`config.mk`:
```
export PLATFORM = sky130hd
export DESIGN_NAME = req_arbiter
export DESIGN_NICKNAME = d
export VERILOG_FILES = /design/src/rtl/req_arbiter.sv
export SDC_FILE = /design/constraint.sdc
export NUM_CORES = 1
export LEC_CHECK = 0
export CORE_MARGIN = 2
export CORE_UTILIZATION = 30
export DETAILED_ROUTE_END_ITERATION = 16
export PLACE_DENSITY = 0.51
export REMOVE_ABC_BUFFERS = 1
export SYNTH_ARGS = -nofsm -noshare
export SYNTH_HDL_FRONTEND = slang
export SYNTH_SLANG_ARGS = --single-unit
```
`constraint.sdc`:
```
create_clock -name clk -period 5.5 [get_ports clk]
set_input_delay 1.1 -clock clk [delete_from_list [all_inputs] [get_ports clk]]
set_output_delay 1.1 -clock clk [all_outputs]
set_load 0.01 [all_outputs]
```
`src/rtl/req_arbiter.sv`:
```
// Two-requester arbiter with last-served tie-breaking, bounded hold time and
// a wrapping grant counter. All outputs except out1 are registered.
module req_arbiter #(
  parameter int unsigned MAXHOLD = 4,
  parameter int unsigned CW      = 8
) (
  input  logic          clk,
  input  logic          rst_n,
  input  logic          in1,
  input  logic          in2,
  input  logic          done,
  output logic          out1,
  output logic          gnt1,
  output logic          gnt2,
  output logic          busy,
  output logic          tmo,
  output logic [CW-1:0] gcnt
);

  localparam int unsigned HW = $clog2(MAXHOLD) + 1;
  localparam logic [HW-1:0] HLIM = HW'(MAXHOLD - 1);

  typedef enum logic [1:0] {IDLE, G1, G2} state_t;

  state_t        state, state_nx;
  logic          last2, last2_nx;   // 1: requester 2 served last
  logic [HW-1:0] hcnt, hcnt_nx;
  logic [CW-1:0] gcnt_nx;
  logic          tmo_nx;

  assign out1 = in1 | in2;

  always_ff @(posedge clk or negedge rst_n) begin
    if (!rst_n) begin
      state <= IDLE;
      last2 <= 1'b1;
      hcnt  <= '0;
      gcnt  <= '0;
      tmo   <= 1'b0;
      gnt1  <= 1'b0;
      gnt2  <= 1'b0;
      busy  <= 1'b0;
    end else begin
      state <= state_nx;
      last2 <= last2_nx;
      hcnt  <= hcnt_nx;
      gcnt  <= gcnt_nx;
      tmo   <= tmo_nx;
      gnt1  <= (state_nx == G1);
      gnt2  <= (state_nx == G2);
      busy  <= (state_nx != IDLE);
    end
  end

  always_comb begin
    state_nx = state;
    last2_nx = last2;
    hcnt_nx  = hcnt;
    gcnt_nx  = gcnt;
    tmo_nx   = 1'b0;
    case (state)
      IDLE: begin
        if (in1 && (!in2 || last2)) begin
          state_nx = G1;
          last2_nx = 1'b0;
          hcnt_nx  = '0;
          gcnt_nx  = gcnt + CW'(1);
        end else if (in2) begin
          state_nx = G2;
          last2_nx = 1'b1;
          hcnt_nx  = '0;
          gcnt_nx  = gcnt + CW'(1);
        end
      end
      G1, G2: begin
        // done and withdrawal take priority over timeout, so tmo only on a pure timeout
        if (done || (state == G1 ? !in1 : !in2)) begin
          state_nx = IDLE;
        end else if (hcnt == HLIM) begin
          state_nx = IDLE;
          tmo_nx   = 1'b1;
        end else begin
          hcnt_nx = hcnt + HW'(1);
        end
      end
      default: state_nx = IDLE;
    endcase
  end

endmodule

```
==> metrics.yaml, run 1 <==
fmax_ghz: 0.286
antenna_left: 0
grt_pass1_vias: 607
met3_usage: 0.0264
cts_hold_buf: 0
grt_max_degree: 19
die-area_um2: 3410
die_h_um: 58.4
post-route-period-util: 0.635
htreeDepth: 1
dp_hpwl_um: 1250
power_w: 0.000588
drt_iter0_drc: 16
cts_max_path_buffers: 2
overflow: 0
dp_slack_ns: 2.00
start_util: 0.319
wl_per_cell_um: 12.7
rsz0062_at_grt: "false"
period_needed_ns: 3.49
met1_usage: 0.146
vias: 652
r2r_slack_ns: 3.60
cts_setup_buffers: 0
setup_ws_ns: 2.01
area_growth_pct: 27.0
clock_sinks: 18
synth_cell_types: 29
slew_viol_final: 0
fin_setup_tns_ns: 0
ioPinCount: 18
cts_made_buffers: 3
cts-root-buf: "clkbuf_4"
cts_tree: "done"
n_antenna_cell: 0
drive_above_1_share: 0.0800
p_per_area_nw_per_um2: 521
clk_latency_ns: 0.29
track_usage: 0.111
setup_viol: 0
gp_routability_congestion: 0.717
status: "complete, no violations"
cp_max_fo: 7
critPathKind: "input port to output port"
firstDrtPassIters: 4
avgSynthCellArea_um2: 11.1
critPathLaunchType: "input port"
port_buffers: 17
hold_viol: 0
ys_ff_latch: 18
final-seq-area_um2: 452
filler_cell_count: 288
endpoint_kind: "output port"
yosysWarningCount: 0
synth_area_um2: 888
rows: 19
yosysSeqAreaShare: 0.508
busiest_layer: "met2"
fin_worst_skew_ns: 0.00252
ir_worst_vdd_uv: 230
wirelength_um: 1670
worst_slew_pin_slew_ns: 0.782
cellLeakagePower_nw: 0.481
remaining_drc_errors: 0
post_cts_resized: 0
hp-class: "flip-flop to flip-flop"
die_x_um: 58.4
cap_violations: 0
syn_inst: 80
gr-usage-met2: 0.167
max_slew_margin: 0.477
antenna_found_initial: 0
cp_data_arrival_time_ns: 2.39
grt_first_pass_wirelength_um: 2830
viasPerCell: 4.98
multiInputGateArea_um2: 413
coreArea_um2: 2780
path_clk_slew_ns: 0.10
final_nets: 112
critPathRequiredTime_ns: 4.40
-- cell type report --
type                            count  area share
Timing Repair Buffer               17       0.151
Multi-Input combinational cell     56       0.366
Tap cell                           31      0.0344
Sequential cell                    18       0.400
Inverter                            5      0.0166
Clock buffer                        4      0.0322
-- logic make-up (layout without fill, tap and decap cells) --
family / count (synthesis) / after routing / share of synthesized area
flops: 18 / 18 / 0.508
xor+xnor: 8 / 8 / 0.0789
fa+ha+maj: 6 / 6 / 0.0845
mux: 2 / 2 / 0.0268
simple gates: 27 / 27 / 0.172
compound gates: 13 / 13 / 0.103
buf+inv: 6 / 26 / 0.0268
-- power by group --
part           internal [W]  total [W]  switching (W)
registers          0.000183   0.000225      0.0000417
logic              0.000144   0.000282       0.000137
clock network     0.0000403  0.0000816      0.0000413
-- critical path, cell delays in order --
cell,delay [ns]
clkdlybuf4s50_1,0.59
nor2_1,0.08
inv_1,0.08
clkdlybuf4s50_1,0.53
-- cell usage after synthesis --
cell	n	share of area
nor3_1	1	0.0056
and3_1	1	0.0070
nor3b_1	2	0.017
nor2_1	6	0.025
xor2_1	1	0.0099
nor4b_4	1	0.027
o21ai_0	3	0.017
o21ai_1	1	0.0056
nand4_1	2	0.014
buf_2	1	0.0056
mux2i_2	1	0.015
ha_1	6	0.085
xnor2_1	7	0.069
a22o_1	1	0.0099
or4b_1	1	0.011
nand3_1	3	0.017
nand2_1	8	0.034
a31oi_1	1	0.0070
and2_1	1	0.0070
a311oi_1	1	0.0099
o2bb2ai_1	2	0.020
a22o_2	1	0.011
a21oi_1	1	0.0056
inv_1	5	0.021
mux2i_1	1	0.011
dfrtp_1	17	0.48
dfstp_2	1	0.030
a22oi_1	2	0.017
nor2b_1	1	0.0070
-- worst paths after layout --
path	startpoint	endpoint	depth (start not counted)
min in group asynchronous	rst_n	gnt2	1
worst max-delay path	in1	out1	4
worst min register to register	gcnt[7]	gcnt[7]	1
worst min-delay path	gcnt[7]	gcnt[7]	1
worst max register to register	hcnt[0]	hcnt[0]	5
max in group asynchronous	rst_n	hcnt[2]	1
-- metal layers --
metal | vias to the layer above | part of all wire
li1 | 323 | -
met1 | 318 | 0.46
met5 | - | 0
met4 | 0 | 0.011
met3 | 2 | 0.046
met2 | 9 | 0.48
-- flip-flops by register name, summed over array words and instances, names as in the netlist --
| signal | flops |
|---|---|
| last2 | 1 |
| gnt2 | 1 |
| gcnt | 8 |
| busy | 1 |
| tmo | 1 |
| state | 2 |
| gnt1 | 1 |
| hcnt | 3 |
-- cells in the final DEF, fill, tap and decap left out --
cell type        Yosys  layout
dfrtp_1             17      17
clkdlybuf4s50_1      0      17
nand2_1              8       8
xnor2_1              7       7
nor2_1               6       6
ha_1                 6       6
inv_1                5       5
o21ai_0              3       3
nand3_1              3       3
clkbuf_4             0       3
o2bb2ai_1            2       2
a22oi_1              2       2
nor3b_1              2       2
nand4_1              2       2
mux2i_2              1       1
nor4b_4              1       1
a311oi_1             1       1
nor3_1               1       1
and3_1               1       1
a21oi_1              1       1
a31oi_1              1       1
nor2b_1              1       1
or4b_1               1       1
mux2i_1              1       1
o21ai_1              1       1
a22o_1               1       1
a22o_2               1       1
and2_1               1       1
xor2_1               1       1
clkbuf_8             0       1
dfstp_2              1       1
-- through the flow --
stage	hold WS (ns)	util	std cells	area (um^2)
after floorplan	0.456	-	79	883
after global placement	0.459	0.393	127	1090
after detailed placement	0.466	0.393	127	1090
after CTS	0.482	0.406	131	1130
after global routing	0.516	0.406	131	1130
final	0.476	0.406	131	1130
Note: power is estimated with default switching activity, not from simulation.
==> run 2: changes to the inputs <==
Clock period 5.5 ns to 3.3 ns, I/O delays scaled along.
==> run 2 against run 1 <==
  * Count of clock-buffer cells in the layout did not move
  * Power rose by 66%
  * Sequential cell count did not move
==> metrics.yaml, run 2 (synthesis gave the netlist of run 1 again) <==
die_x_um: 58.4
track_usage: 0.112
antenna_left: 0
die_h_um: 58.4
cts_max_path_buffers: 2
htreeDepth: 1
switching_power_w: 0.000366
rows: 19
worst_slew_pin_slew_ns: 0.788
wl_per_cell_um: 12.5
critPathLaunchType: "input port"
r2r-start: "hcnt[0]"
critPathKind: "input port to output port"
grt_pass1_vias: 625
fin_area_um2: 1130
cellLeakagePower_nw: 0.481
clock_sinks: 18
final_cells: 131
power_frac_comb: 0.475
grt_first_pass_wirelength_um: 2860
vias: 658
firstDrtPassIters: 4
setup_viol: 0
slew_viol_final: 0
endpoint_kind: "output port"
n_antenna_cell: 0
remaining_drc_errors: 0
final_cell_mix: "dfrtp_1 (17), clkdlybuf4s50_1 (17), nand2_1 (8)"
grt_max_degree: 19
post_cts_resized: 0
cts_made_buffers: 3
die-area_um2: 3410
dp_hpwl_um: 1250
largest-register: "gcnt"
period_needed_ns: 2.61
p_clk_frac: 0.141
path_clk_slew_ns: 0.10
p_per_area_nw_per_um2: 868
ir_worst_vdd_uv: 428
antenna_found_initial: 0
p_seq_frac: 0.383
drt_iter0_drc: 8
port_buffers: 17
status: "complete, no violations"
ioPinCount: 18
fin_setup_tns_ns: 0
placed_cell_area_um2: 1090
drive_above_1_share: 0.0800
wirelength_um: 1640
clk_latency_ns: 0.30
cp_max_fo: 7
crit_start: "in1"
viasPerCell: 5.02
overflow: 0
fin_worst_skew_ns: 0.00264
rsz0062_at_grt: "false"
gp_routability_congestion: 0.717
reg_top3: "gcnt x8, hcnt x3, state x2"
hold_viol: 0
min-delay-start: "gcnt[7]"
p_sw_frac: 0.374
hp-class: "flip-flop to flip-flop"
cts-root-buf: "clkbuf_4"
cts_setup_buffers: 0
fmax_ghz: 0.383
cts_hold_buf: 0
max_slew_margin: 0.473
placed_cells: 127
coreArea_um2: 2780
internal_power_w: 0.000613
start_util: 0.319
cp_data_arrival_time_ns: 1.95
final_nets: 112
area_growth_pct: 27.0
post-route-period-util: 0.791
cap_violations: 0
largest_reg_flops: 8
critPathRequiredTime_ns: 2.64
cts_tree: "done"
[run 2: cell counts in the layout (fill, tap and decap cells not counted)]
No cell type changed its count.
[run 2: worst max-delay path, cell delays in order]
cell and delay (ns):
clkdlybuf4s50_1 0.59, nor2_1 0.08, inv_1 0.08, clkdlybuf4s50_1 0.53
[run 2: metrics by stage]
stage / setup WS (ns) / utilization / hold WS, ns / total power, W
finish: 0.690 / 0.406 / 0.476 / 0.000979
global route: 0.611 / 0.406 / 0.516 / 0.00107
CTS: 0.681 / 0.406 / 0.482 / 0.000994
detailed placement: 0.679 / 0.393 / 0.466 / 0.000851
global placement: 0.713 / 0.393 / 0.459 / 0.000843
floorplan: 1.49 / - / 0.364 / 0.000664
[run 2: path summary, 6_finish.rpt]
path	endpoint	slack, ns	cells after the start
max	out1	0.69	4
min	gcnt[7]	0.48	1
max reg2reg	hcnt[0]	1.40	5
min reg2reg	gcnt[7]	0.48	1
max in group asynchronous	gcnt[3]	2.00	1
min in group asynchronous	state[0]	0.81	1
[run 2: cell type report]
type | instances | area, um^2
fillers | 293 | 1650
flip-flops and latches | 18 | 452
multi-input cells | 56 | 413
repair buffers | 17 | 170
well taps | 31 | 38.8
clock buffers | 4 | 36.3
inverters | 5 | 18.8
[run 2: per-layer routing]
layer	track usage	vias up	wire, um
li1	-	323	-
met1	0.144	318	742
met2	0.173	12	774
met3	0.0264	5	83
met4	0.0598	0	41
met5	0	-	0
[run 2: power by group through the flow]
stage | Clock [W] | Sequential (W) | Combinational [W]
floorplan | 0 | 0.000394 | 0.000270
finish | 0.000138 | 0.000375 | 0.000465
global route | 0.000154 | 0.000388 | 0.000525
global placement | 0 | 0.000379 | 0.000464
CTS | 0.000144 | 0.000377 | 0.000472
detailed placement | 0 | 0.000382 | 0.000469
